`config.mk`:
```
export PLATFORM = sky130hd
export DESIGN_NAME = mem_stage
export DESIGN_NICKNAME = d
export VERILOG_FILES = /design/src/rtl/mem_pkg.sv /design/src/rtl/mem_lane_align.sv /design/src/rtl/mem_stage.sv
export SDC_FILE = /design/constraint.sdc
export NUM_CORES = 1
export LEC_CHECK = 0
export CAP_MARGIN = 40
export CORE_MARGIN = 1
export CORE_UTILIZATION = 34
export DETAILED_ROUTE_END_ITERATION = 8
export HOLD_SLACK_MARGIN = 0.15
export PLACE_DENSITY = 0.83
export SETUP_SLACK_MARGIN = 0.02
export SLEW_MARGIN = 20
export SYNTH_ARGS = -nofsm -noshare
export SYNTH_HDL_FRONTEND = slang
export SYNTH_SLANG_ARGS = --single-unit
```
`constraint.sdc`:
```
create_clock -name clk -period 1.74 [get_ports clk]
set_input_delay 0.261 -clock clk [delete_from_list [all_inputs] [get_ports clk]]
set_output_delay 0.261 -clock clk [all_outputs]
set_load 0.005 [all_outputs]
```
`src/rtl/mem_pkg.sv`:
```
// mem_pkg: shared definitions for the memory stage.
//   - Access size encodings (SZ_BYTE, SZ_HALF, SZ_WORD; 2'b11 also decodes as word).
//   - FSM state type for the access sequencer.
//   - Default bus-error timeout (MAX_WAIT_DEFAULT).
//   - is_misaligned(): natural-alignment test used when MEM_MISALIGN_TRAP_EN is defined.
package mem_pkg;

  localparam logic [1:0] SZ_BYTE = 2'b00;
  localparam logic [1:0] SZ_HALF = 2'b01;
  localparam logic [1:0] SZ_WORD = 2'b10;

  localparam int unsigned MAX_WAIT_DEFAULT = 16;

  typedef enum logic {
    StIdle,
    StAccess
  } mem_state_e;

  function automatic logic is_misaligned(input logic [1:0] size, input logic [1:0] addr_lo);
    logic mis;
    if (size == SZ_BYTE) begin
      mis = 1'b0;
    end else if (size == SZ_HALF) begin
      mis = addr_lo[0];
    end else begin
      mis = (addr_lo != 2'b00);
    end
    return mis;
  endfunction

endpackage

```
`src/rtl/mem_lane_align.sv`:
```
// mem_lane_align: combinational byte-lane steering for a 32-bit data bus.
//   size_i        access size (mem_pkg SZ_* encoding)
//   addr_lo_i     address bits [1:0]
//   st_data_i     store data (LSB-justified)
//   st_be_o       store byte enables
//   st_wdata_o    lane-replicated store data
//   ld_word_i     raw read word from memory
//   ld_unsigned_i 1 = zero-extend, 0 = sign-extend
//   ld_data_o     extracted and extended load data
// Halves ignore addr_lo_i[0] and words ignore addr_lo_i entirely.
module mem_lane_align
  import mem_pkg::*;
(
  input  logic [1:0]  size_i,
  input  logic [1:0]  addr_lo_i,
  input  logic [31:0] st_data_i,
  output logic [3:0]  st_be_o,
  output logic [31:0] st_wdata_o,
  input  logic [31:0] ld_word_i,
  input  logic        ld_unsigned_i,
  output logic [31:0] ld_data_o
);

  logic [7:0]  ld_byte;
  logic [15:0] ld_half;

  always_comb begin
    ld_byte = ld_word_i[7:0];
    case (addr_lo_i)
      2'b00:   ld_byte = ld_word_i[7:0];
      2'b01:   ld_byte = ld_word_i[15:8];
      2'b10:   ld_byte = ld_word_i[23:16];
      default: ld_byte = ld_word_i[31:24];
    endcase
    ld_half = addr_lo_i[1] ? ld_word_i[31:16] : ld_word_i[15:0];
  end

  always_comb begin
    st_be_o    = 4'b1111;
    st_wdata_o = st_data_i;
    ld_data_o  = ld_word_i;
    case (size_i)
      SZ_BYTE: begin
        st_be_o    = 4'b0001 << addr_lo_i;
        st_wdata_o = {4{st_data_i[7:0]}};
        ld_data_o  = ld_unsigned_i ? {24'b0, ld_byte} : {{24{ld_byte[7]}}, ld_byte};
      end
      SZ_HALF: begin
        st_be_o    = 4'b0011 << {addr_lo_i[1], 1'b0};
        st_wdata_o = {2{st_data_i[15:0]}};
        ld_data_o  = ld_unsigned_i ? {16'b0, ld_half} : {{16{ld_half[15]}}, ld_half};
      end
      default: begin
        st_be_o    = 4'b1111;
        st_wdata_o = st_data_i;
        ld_data_o  = ld_word_i;
      end
    endcase
  end

endmodule

```
`src/rtl/mem_stage.sv`:
```
// mem_stage: pipeline memory stage. Takes the EX/MEM slot, performs loads/stores over a
// req/ready data-memory bus with a wait-state timeout, and registers the MEM/WB slot.
//   Inputs : validM, memreadM, memwriteM, regwriteM, memtoregM, sizeM, unsignedM,
//            aluout, WriteDataM, writereg, pcEM, dmem_ready, dmem_rdata
//   Bus    : dmem_req, dmem_we, dmem_addr, dmem_wdata, dmem_be
//   Control: stallM holds upstream while an access is outstanding
//   MEM/WB : validW, regwriteW, memtoregW, readdataW, aluoutW, writeregW, pcMW, berrW
// Optional macro MEM_MISALIGN_TRAP_EN: misaligned half/word accesses are not issued and
// instead report misalignW/badaddrW in the MEM/WB slot.
module mem_stage
  import mem_pkg::*;
#(
  parameter int unsigned MAX_WAIT = MAX_WAIT_DEFAULT,
  parameter int unsigned WAIT_W   = 8
) (
  input  logic              clk,
  input  logic              rst_n,
  input  logic              validM,
  input  logic              memreadM,
  input  logic              memwriteM,
  input  logic              regwriteM,
  input  logic              memtoregM,
  input  logic [1:0]        sizeM,
  input  logic              unsignedM,
  input  logic [31:0]       aluout,
  input  logic [31:0]       WriteDataM,
  input  logic [4:0]        writereg,
  input  logic [31:0]       pcEM,
  output logic              dmem_req,
  output logic              dmem_we,
  output logic [31:0]       dmem_addr,
  output logic [31:0]       dmem_wdata,
  output logic [3:0]        dmem_be,
  input  logic              dmem_ready,
  input  logic [31:0]       dmem_rdata,
  output logic              stallM,
  output logic              validW,
  output logic              regwriteW,
  output logic              memtoregW,
  output logic [31:0]       readdataW,
  output logic [31:0]       aluoutW,
  output logic [4:0]        writeregW,
  output logic [31:0]       pcMW,
`ifdef MEM_MISALIGN_TRAP_EN
  output logic              misalignW,
  output logic [31:0]       badaddrW,
`endif
  output logic              berrW
);

  mem_state_e        state_q, state_d;
  logic [WAIT_W-1:0] wait_q, wait_d;

  logic        valid_q, valid_d;
  logic        regwrite_q, regwrite_d;
  logic        memtoreg_q, memtoreg_d;
  logic [31:0] readdata_q, readdata_d;
  logic [31:0] alu_q, alu_d;
  logic [4:0]  wreg_q, wreg_d;
  logic [31:0] pc_q, pc_d;
  logic        berr_q, berr_d;

  logic        memop, access_op, in_access, timeout, done;
  logic [3:0]  lane_be;
  logic [31:0] lane_wdata, lane_ld;

`ifdef MEM_MISALIGN_TRAP_EN
  logic        misal;
  logic        misal_q, misal_d;
  logic [31:0] badaddr_q, badaddr_d;
  assign misal = memop & is_misaligned(sizeM, aluout[1:0]);
`endif

  assign memop = validM & (memreadM | memwriteM);
`ifdef MEM_MISALIGN_TRAP_EN
  assign access_op = memop & ~misal;
`else
  assign access_op = memop;
`endif

  assign in_access = (state_q == StAccess);
  // Ready on the last allowed cycle takes priority over the timeout.
  assign timeout   = in_access & ~dmem_ready & (wait_q == WAIT_W'(MAX_WAIT - 1));
  assign done      = in_access & (dmem_ready | timeout);
  assign stallM    = access_op & ~done;

  mem_lane_align u_lane_align (
    .size_i        (sizeM),
    .addr_lo_i     (aluout[1:0]),
    .st_data_i     (WriteDataM),
    .st_be_o       (lane_be),
    .st_wdata_o    (lane_wdata),
    .ld_word_i     (dmem_rdata),
    .ld_unsigned_i (unsignedM),
    .ld_data_o     (lane_ld)
  );

  // Bus is driven straight from the held EX/MEM inputs; req comes from state only, so an
  // asynchronous reset drops it immediately.
  assign dmem_req   = in_access;
  assign dmem_we    = in_access & memwriteM;
  assign dmem_addr  = {aluout[31:2], 2'b00};
  assign dmem_wdata = lane_wdata;
  assign dmem_be    = in_access ? lane_be : 4'b0000;

  always_comb begin
    state_d    = state_q;
    wait_d     = wait_q;
    // Default: slot loads straight from the EX/MEM inputs.
    valid_d    = validM;
    regwrite_d = regwriteM;
    memtoreg_d = memtoregM;
    readdata_d = 32'b0;
    alu_d      = aluout;
    wreg_d     = writereg;
    pc_d       = pcEM;
    berr_d     = 1'b0;
`ifdef MEM_MISALIGN_TRAP_EN
    misal_d    = 1'b0;
    badaddr_d  = 32'b0;
`endif
    case (state_q)
      StIdle: begin
        if (access_op) begin
          state_d    = StAccess;
          wait_d     = '0;
          valid_d    = 1'b0;
          regwrite_d = 1'b0;
          memtoreg_d = 1'b0;
          alu_d      = 32'b0;
          wreg_d     = 5'b0;
          pc_d       = 32'b0;
        end
`ifdef MEM_MISALIGN_TRAP_EN
        else if (misal) begin
          valid_d    = 1'b1;
          regwrite_d = 1'b0;
          misal_d    = 1'b1;
          badaddr_d  = aluout;
        end
`endif
      end
      default: begin
        if (dmem_ready) begin
          state_d    = StIdle;
          wait_d     = '0;
          valid_d    = 1'b1;
          readdata_d = memreadM ? lane_ld : 32'b0;
        end else if (timeout) begin
          state_d    = StIdle;
          wait_d     = '0;
          valid_d    = 1'b1;
          regwrite_d = 1'b0;
          berr_d     = 1'b1;
        end else begin
          wait_d     = wait_q + WAIT_W'(1);
          valid_d    = valid_q;
          regwrite_d = regwrite_q;
          memtoreg_d = memtoreg_q;
          readdata_d = readdata_q;
          alu_d      = alu_q;
          wreg_d     = wreg_q;
          pc_d       = pc_q;
          berr_d     = berr_q;
        end
      end
    endcase
  end

  always_ff @(posedge clk or negedge rst_n) begin
    if (!rst_n) begin
      state_q    <= StIdle;
      wait_q     <= '0;
      valid_q    <= 1'b0;
      regwrite_q <= 1'b0;
      memtoreg_q <= 1'b0;
      readdata_q <= 32'b0;
      alu_q      <= 32'b0;
      wreg_q     <= 5'b0;
      pc_q       <= 32'b0;
      berr_q     <= 1'b0;
`ifdef MEM_MISALIGN_TRAP_EN
      misal_q    <= 1'b0;
      badaddr_q  <= 32'b0;
`endif
    end else begin
      state_q    <= state_d;
      wait_q     <= wait_d;
      valid_q    <= valid_d;
      regwrite_q <= regwrite_d;
      memtoreg_q <= memtoreg_d;
      readdata_q <= readdata_d;
      alu_q      <= alu_d;
      wreg_q     <= wreg_d;
      pc_q       <= pc_d;
      berr_q     <= berr_d;
`ifdef MEM_MISALIGN_TRAP_EN
      misal_q    <= misal_d;
      badaddr_q  <= badaddr_d;
`endif
    end
  end

  assign validW    = valid_q;
  assign regwriteW = regwrite_q;
  assign memtoregW = memtoreg_q;
  assign readdataW = readdata_q;
  assign aluoutW   = alu_q;
  assign writeregW = wreg_q;
  assign pcMW      = pc_q;
  assign berrW     = berr_q;
`ifdef MEM_MISALIGN_TRAP_EN
  assign misalignW = misal_q;
  assign badaddrW  = badaddr_q;
`endif

endmodule

```
After elaboration in Yosys (flattened, before gate mapping)
Cells that the tools add are included.
{"block": "word_totals", "ff_bits": 114, "in_bits": 144, "out_inout_bits": 176, "wordCells": 77}
{"block": "op_classes", "addsub": 1, "eq_ne": 5, "n_shift": 2, "muxes": 46, "bitwise": 10, "n_reduce_logical": 3}
{"cell": "two-way mux 32 bit", "n": 14}
{"cell": "case mux 32 bit (2 select lines)", "n": 2}
{"cell": "two-way mux 8 bit", "n": 4}
{"cell": "case mux 8 bit (3 select lines)", "n": 1}
{"cell": "two-way mux 5 bit", "n": 4}
{"cell": "two-way mux 1 bit", "n": 18}
{"cell": "two-way mux 16 bit", "n": 1}
{"cell": "adder 8 x 1 -> 8 bit (second input constant)", "n": 1}
{"cell": "equality test 8 x 4 -> 1 bit (second input constant)", "n": 1}
{"cell": "case mux 4 bit (2 select lines)", "n": 1}
{"cell": "bitwise AND 1 bit", "n": 6}
{"cell": "equality test 2 x 1 -> 1 bit (second input constant)", "n": 2}
{"cell": "logical NOT 2 bit", "n": 2}
{"cell": "two-way mux 4 bit", "n": 1}
{"cell": "<< shifter 1 x 2 -> 4 bit (first input constant)", "n": 1}
{"cell": "<< shifter 2 x 2 -> 4 bit (first input constant)", "n": 1}
{"cell": "!= test 3 x 2 -> 1 bit (second input constant)", "n": 1}
{"cell": "equality test 2 bit (second input constant)", "n": 1}
{"cell": "NOT 1 bit", "n": 2}
{"cell": "OR 1 bit", "n": 2}
{"cell": "nonzero test 2 bit", "n": 1}

Depth between registers and ports, before layout
{"block": "depth", "depth_word": 7, "mapped_depth": 8, "mapped_depth_nobuf": 5}

By module
A second synthesis with hierarchy kept.
{"block": "unflattened", "cells_unflattened": 652, "area_unflattened_um2": 6009.5}
{"mod": "mem_stage", "instances": 1, "cells_each": 482, "area_each_um2": 4825.9}
{"mod": "mem_lane_align", "instances": 1, "cells_each": 170, "area_each_um2": 1183.6}

Least setup slack after synthesis
No wires, ideal clock.
{"block": "synth_timing", "path_kind": "flip-flop to flip-flop", "start": "register wait_q[0]", "end": "register alu_q[0] (netlist: aluoutW[0])", "setup_time_ps": 65, "arrival_ps": 1832, "slack_ps": -158, "stages_incl_launch_ff": 8, "n_path_buf": 3, "period_less_slack_ps": 1898, "cell_sequence": "dfrtp_1 ha_1 and3_1 clkbuf_1 a21oi_1 clkbuf_1 clkbuf_1 a22o_1"}
{"block": "synth_via", "elab_chain_cells": 3}
{"item": "start: declaration", "line": "mem_stage.sv:52", "source": "logic [WAIT_W-1:0] wait_q, wait_d;"}
{"item": "start signal: assignment", "line": "mem_stage.sv:188", "source": "wait_q <= wait_d;"}
{"item": "equality test 8 x 4 -> 1 bit", "line": "mem_stage.sv:83", "source": "assign timeout = in_access & ~dmem_ready & (wait_q == WAIT_W'(MAX_WAIT - 1));"}
{"item": "bitwise AND 1 bit", "line": "mem_stage.sv:83"}
{"item": "!= test 3 x 2 -> 1 bit (no line)"}
{"item": "end signal: assignment", "line": "mem_stage.sv:193", "source": "alu_q <= alu_d;"}
{"item": "end: declaration", "line": "mem_stage.sv:58", "source": "logic [31:0] alu_q, alu_d;"}
Every way passes these cells.
A chain may end at the register's enable or synchronous reset.

Worst setup path after layout
{"block": "layout_timing", "start": "register wait_q[1]", "end": "register alu_q[18] (netlist: aluoutW[18])"}
Same word-level chain as after synthesis.

==> results_tabular.tex <==
\begin{tabular}{lr}
\hline
Metric & Value \\
\hline
\multicolumn{2}{l}{\textbf{Flow run}} \\
\quad Number of violations of the max-capacitance limit & 0 \\
\multicolumn{2}{l}{\textbf{Clock tree}} \\
\quad CTS Buffer Depth & 2 \\
\quad Clock-pin slew on the worst setup and hold paths & 0.06 ns \\
\quad Cell at the root of the clock tree & clkbuf\_16 \\
\quad CTS Sinks & 114 \\
\quad Clock network latency to the later pin of the worst-skew pair & 0.41 ns \\
\quad Maximum level of the CTS H-tree & 4 \\
\quad Clock tree from TritonCTS & built \\
\quad Clock buffers created by TritonCTS & 17 \\
\multicolumn{2}{l}{\textbf{Worst setup path}} \\
\quad Worst r2r src & wait\_q[1]\$\_DFFE\_PN0P\_ \\
\quad Slack of the worst reg-to-reg path & -0.06 ns \\
\quad Crit Reg-Reg Endpoint & aluoutW[18]\$\_DFFE\_PN0P\_ \\
\quad Highest net fanout along the worst path & 24 \\
\quad Data arrival at the endpoint of the critical path & 2.09 ns \\
\quad Startpoint of the most critical setup path & wait\_q[1]\$\_DFFE\_PN0P\_ \\
\quad CP Capture Type & flop \\
\quad Crit path launch type & flop \\
\quad Worst setup path endpoint & aluoutW[18]\$\_DFFE\_PN0P\_ \\
\quad Kind of critical path & flop to flop \\
\quad Required time reported for the critical path endpoint & 2.03 ns \\
\quad Register-to-Register Path Depth & 7 \\
\multicolumn{2}{l}{\textbf{Timing}} \\
\quad Achievable Freq & 556 MHz \\
\quad Number of hold violations in the final report & 0 \\
\quad Final period utilization & 103\% \\
\quad Setup repair after global routing missed its margin & true \\
\quad Min Clock Period, post-route & 1.80 ns \\
\quad Post-layout worst setup margin & -0.0586 ns \\
\quad Fin Setup TNS & -3.72 ns \\
\quad Pins over their slew limit & 0 \\
\quad Slew at the pin closest to its max-slew limit & 0.584 ns \\
\quad Final Setup Violations & 102 \\
\quad Max Clock Skew & 0.00812 ns \\
\quad Max-slew headroom & 60.9\% \\
\quad Min Hold Slack & 0.397 ns \\
\multicolumn{2}{l}{\textbf{Outcome}} \\
\quad Result of the run & complete, but fails checks \\
\quad Failing checks & setup timing \\
\multicolumn{2}{l}{\textbf{Floorplanning}} \\
\quad Height of the die & 128 µm \\
\quad Placement Rows & 45 \\
\quad Die Outline Area & 0.0163 mm² \\
\quad Core Box Area & 0.0153 mm² \\
\quad Starting utilization of the core area & 35.1\% \\
\quad Die boundary width & 128 µm \\
\quad Top-level I/O count & 320 \\
\multicolumn{2}{l}{\textbf{Routing}} \\
\quad Detailed-routing iteration count for the pre-antenna-repair pass & 5 \\
\quad Routed wirelength normalized by instance count & 19.1 µm \\
\quad Residual DRC count & 0 \\
\quad Starting DRT DRC Count & 357 \\
\quad Post-Route WL & 19.6 mm \\
\quad Antenna Nets Post-Route & 0 \\
\quad Drt via density & 5.15 \\
\quad Via total after detailed routing & 5281 \\
\multicolumn{2}{l}{\textbf{Synth}} \\
\quad Adder-Cell Fraction of Synth Area & 0.233\% \\
\quad Main synth FF type & dfrtp\_1 \\
\quad Synth top area share & 53.1\% \\
\quad Number of flops mapped to enable cells by yosys & 0 \\
\quad Synth cell types & 37 \\
\quad Synth Area in XOR/XNOR & 0.163\% \\
\quad Synthesized-area fraction occupied by ao, oa, aoi and oai cells & 24.3\% \\
\quad Flip-flop and latch count after synthesis & 114 \\
\quad Cell with the most instances after synthesis & dfrtp\_1 \\
\quad Part of the Yosys area used for sequential elements & 53.1\% \\
\quad Mean post-synth cell area & 11.5 µm² \\
\quad Post-synthesis cell area & 0.00537 mm² \\
\quad Post-synth top cells & 114 x dfrtp\_1, 79 x a22o\_1, 40 x buf\_4 \\
\quad Share of synthesized flip-flops with an asynchronous set or reset & 100\% \\
\quad Cell type with the highest aggregate area in the netlist & dfrtp\_1 \\
\quad Post-synthesis mux area share & 7.26\% \\
\quad Synthesized netlist cell count & 468 \\
\quad Synthesized-area fraction occupied by and/or/nand/nor cells & 5.47\% \\
\quad Largest cells by area after synthesis & dfrtp\_1 53\%, a22o\_1 13\%, buf\_4 5.6\% \\
\quad Dominant combinational cell family by area after synthesis & compound AO/OA/AOI/OAI gates \\
\quad Yosys warning count & 0 \\
\multicolumn{2}{l}{\textbf{Final layout}} \\
\quad Fillers & 1193 \\
\quad Final std cells w/o fill & 1026 \\
\quad Synth-to-Final Area Change & 84.7\% \\
\quad Count of antenna diodes in the layout & 0 \\
\quad Layout cells sized above 1 & 17.9\% \\
\quad Cell area after layout & 0.00993 mm² \\
\quad Layout Nets & 947 \\
\multicolumn{2}{l}{\textbf{Place}} \\
\quad DP Wirelength & 13.5 mm \\
\quad Placed cell areas & 0.00887 mm² \\
\quad Dpl cells & 970 \\
\quad \# port buffers & 317 \\
\quad Final GP Congestion & 0.877 \\
\multicolumn{2}{l}{\textbf{Pwr}} \\
\quad Max IR drop VDD & 630 µV \\
\quad Final Total Pwr & 9.29 mW \\
\quad Static leakage & 4.46 nW \\
\quad Ratio of total power to cell area & 936 mW/mm² \\
\multicolumn{2}{l}{\textbf{Global routing}} \\
\quad Number of antenna violations at the first check in global routing & 0 \\
\quad First-pass GRT wire length & 29.2 mm \\
\quad Total grt overflow & 0 \\
\quad Via count of the first global-routing pass & 5263 \\
\quad Global-route usage over all layers & 23.5\% \\
\quad Maximum number of pins on one net before global-route repair & 63 \\
\multicolumn{2}{l}{\textbf{Min path}} \\
\quad Type of the tightest min-delay check & input port to async pin \\
\hline
\end{tabular}
## worst max-delay path: stages (launching register included)
cell and delay, ns:
dfrtp_1 0.39, ha_2 0.18, and3_4 0.18, buf_6 0.12, a21oi_4 0.28, nor2_4 0.13
buf_12 0.18, a22o_1 0.20
## where the power goes
group | switching [mW] | total (mW) | internal (mW)
combinational | 0.843 | 2.27 | 1.43
clock | 1.27 | 3.93 | 2.66
sequential | 0.159 | 3.09 | 2.93
total | 2.27 | 9.29 | 7.02
## cell usage in the layout, fill, tap and decap left out, types with 3 or more instances in the layout
master             n
a21oi_1           20
nor2_1             7
clkinv_4           3
mux2i_1           12
buf_4             48
inv_1             10
buf_12            12
bufinv_16          5
clkbuf_16         19
o21a_1             3
and2_1             4
nand3_1            4
and3_1             3
nand2_1           23
buf_6              8
buf_16             4
o21ai_0           33
dlymetal6s2s_1     5
dfrtp_1          114
dlygate4sd2_1     22
mux2_2            24
clkdlybuf4s15_1    3
a222oi_1           7
clkbuf_8           3
nand2b_1           4
nor2b_1            4
a221o_1           16
a22o_1            79
clkdlybuf4s50_1  281
## cells by family (layout without fill, tap and decap cells)
family	count (synthesis)	in the layout
other cells	1	2
flops	114	114
compound gates	167	167
mux	36	36
simple gates	61	61
fa+ha+maj	1	1
buf+inv	87	433
xor+xnor	1	1
## repair_timing
action / in CTS / in global routing
pin swaps: 7 / 19
hold buffers: 1 / 0
hold endpoints to repair: 114 / 0
gates resized for setup: 68 / 11
cloned: 6 / 3
setup endpoints to repair: 131 / 105
buffers inserted: 12 / 4
## state kept, by name, indices dropped and copies added, names as in the netlist
name,cells
aluoutW,32
dmem_req,1
pcMW,32
berrW,1
readdataW,32
regwriteW,1
writeregW,5
wait_q,8
validW,1
memtoregW,1
## how the worst min path moves through the flow
stage               from                     end  slack (ns)
3_3_place_gp       rst_n      validW$_DFFE_PN0P_        0.28
2_1_floorplan      rst_n  aluoutW[0]$_DFFE_PN0P_       -0.03
3_5_place_dp       rst_n      validW$_DFFE_PN0P_        0.29
4_1_cts        regwriteM   regwriteW$_DFFE_PN0P_        0.38
6_report           rst_n      validW$_DFFE_PN0P_        0.40
5_1_grt        regwriteM   regwriteW$_DFFE_PN0P_        0.42
## cell type report
class / count / area (µm²) / share of cell area, %
sequential: 114 / 2850 / 28.7
timing repair buffer: 391 / 4030 / 40.6
multi-input combinational: 268 / 2080 / 20.9
clock inverter: 12 / 203 / 2.04
tap: 211 / 264 / 2.66
inverter: 10 / 37.5 / 0.378
clock buffer: 20 / 467 / 4.70
## per-layer routing
metal / vias up / share of wire, % / track usage (%) / wire [µm]
li1: 2382 / - / - / -
met1: 2569 / 40 / 28.5 / 7920
met2: 297 / 50 / 40.8 / 9910
met3: 33 / 6.5 / 4.42 / 1270
met4: 0 / 2.7 / 9.76 / 535
met5: - / 0 / 0 / 0
## through the flow
stage	setup WS [ns]	util, %
after global placement	-0.437	57.9
after global routing	-0.148	64.8
after CTS	-0.0970	64.3
after detailed placement	-0.486	57.9
after floorplan	0.0141	-
final	-0.0586	64.8
Note: power is estimated with default switching activity, not from simulation.
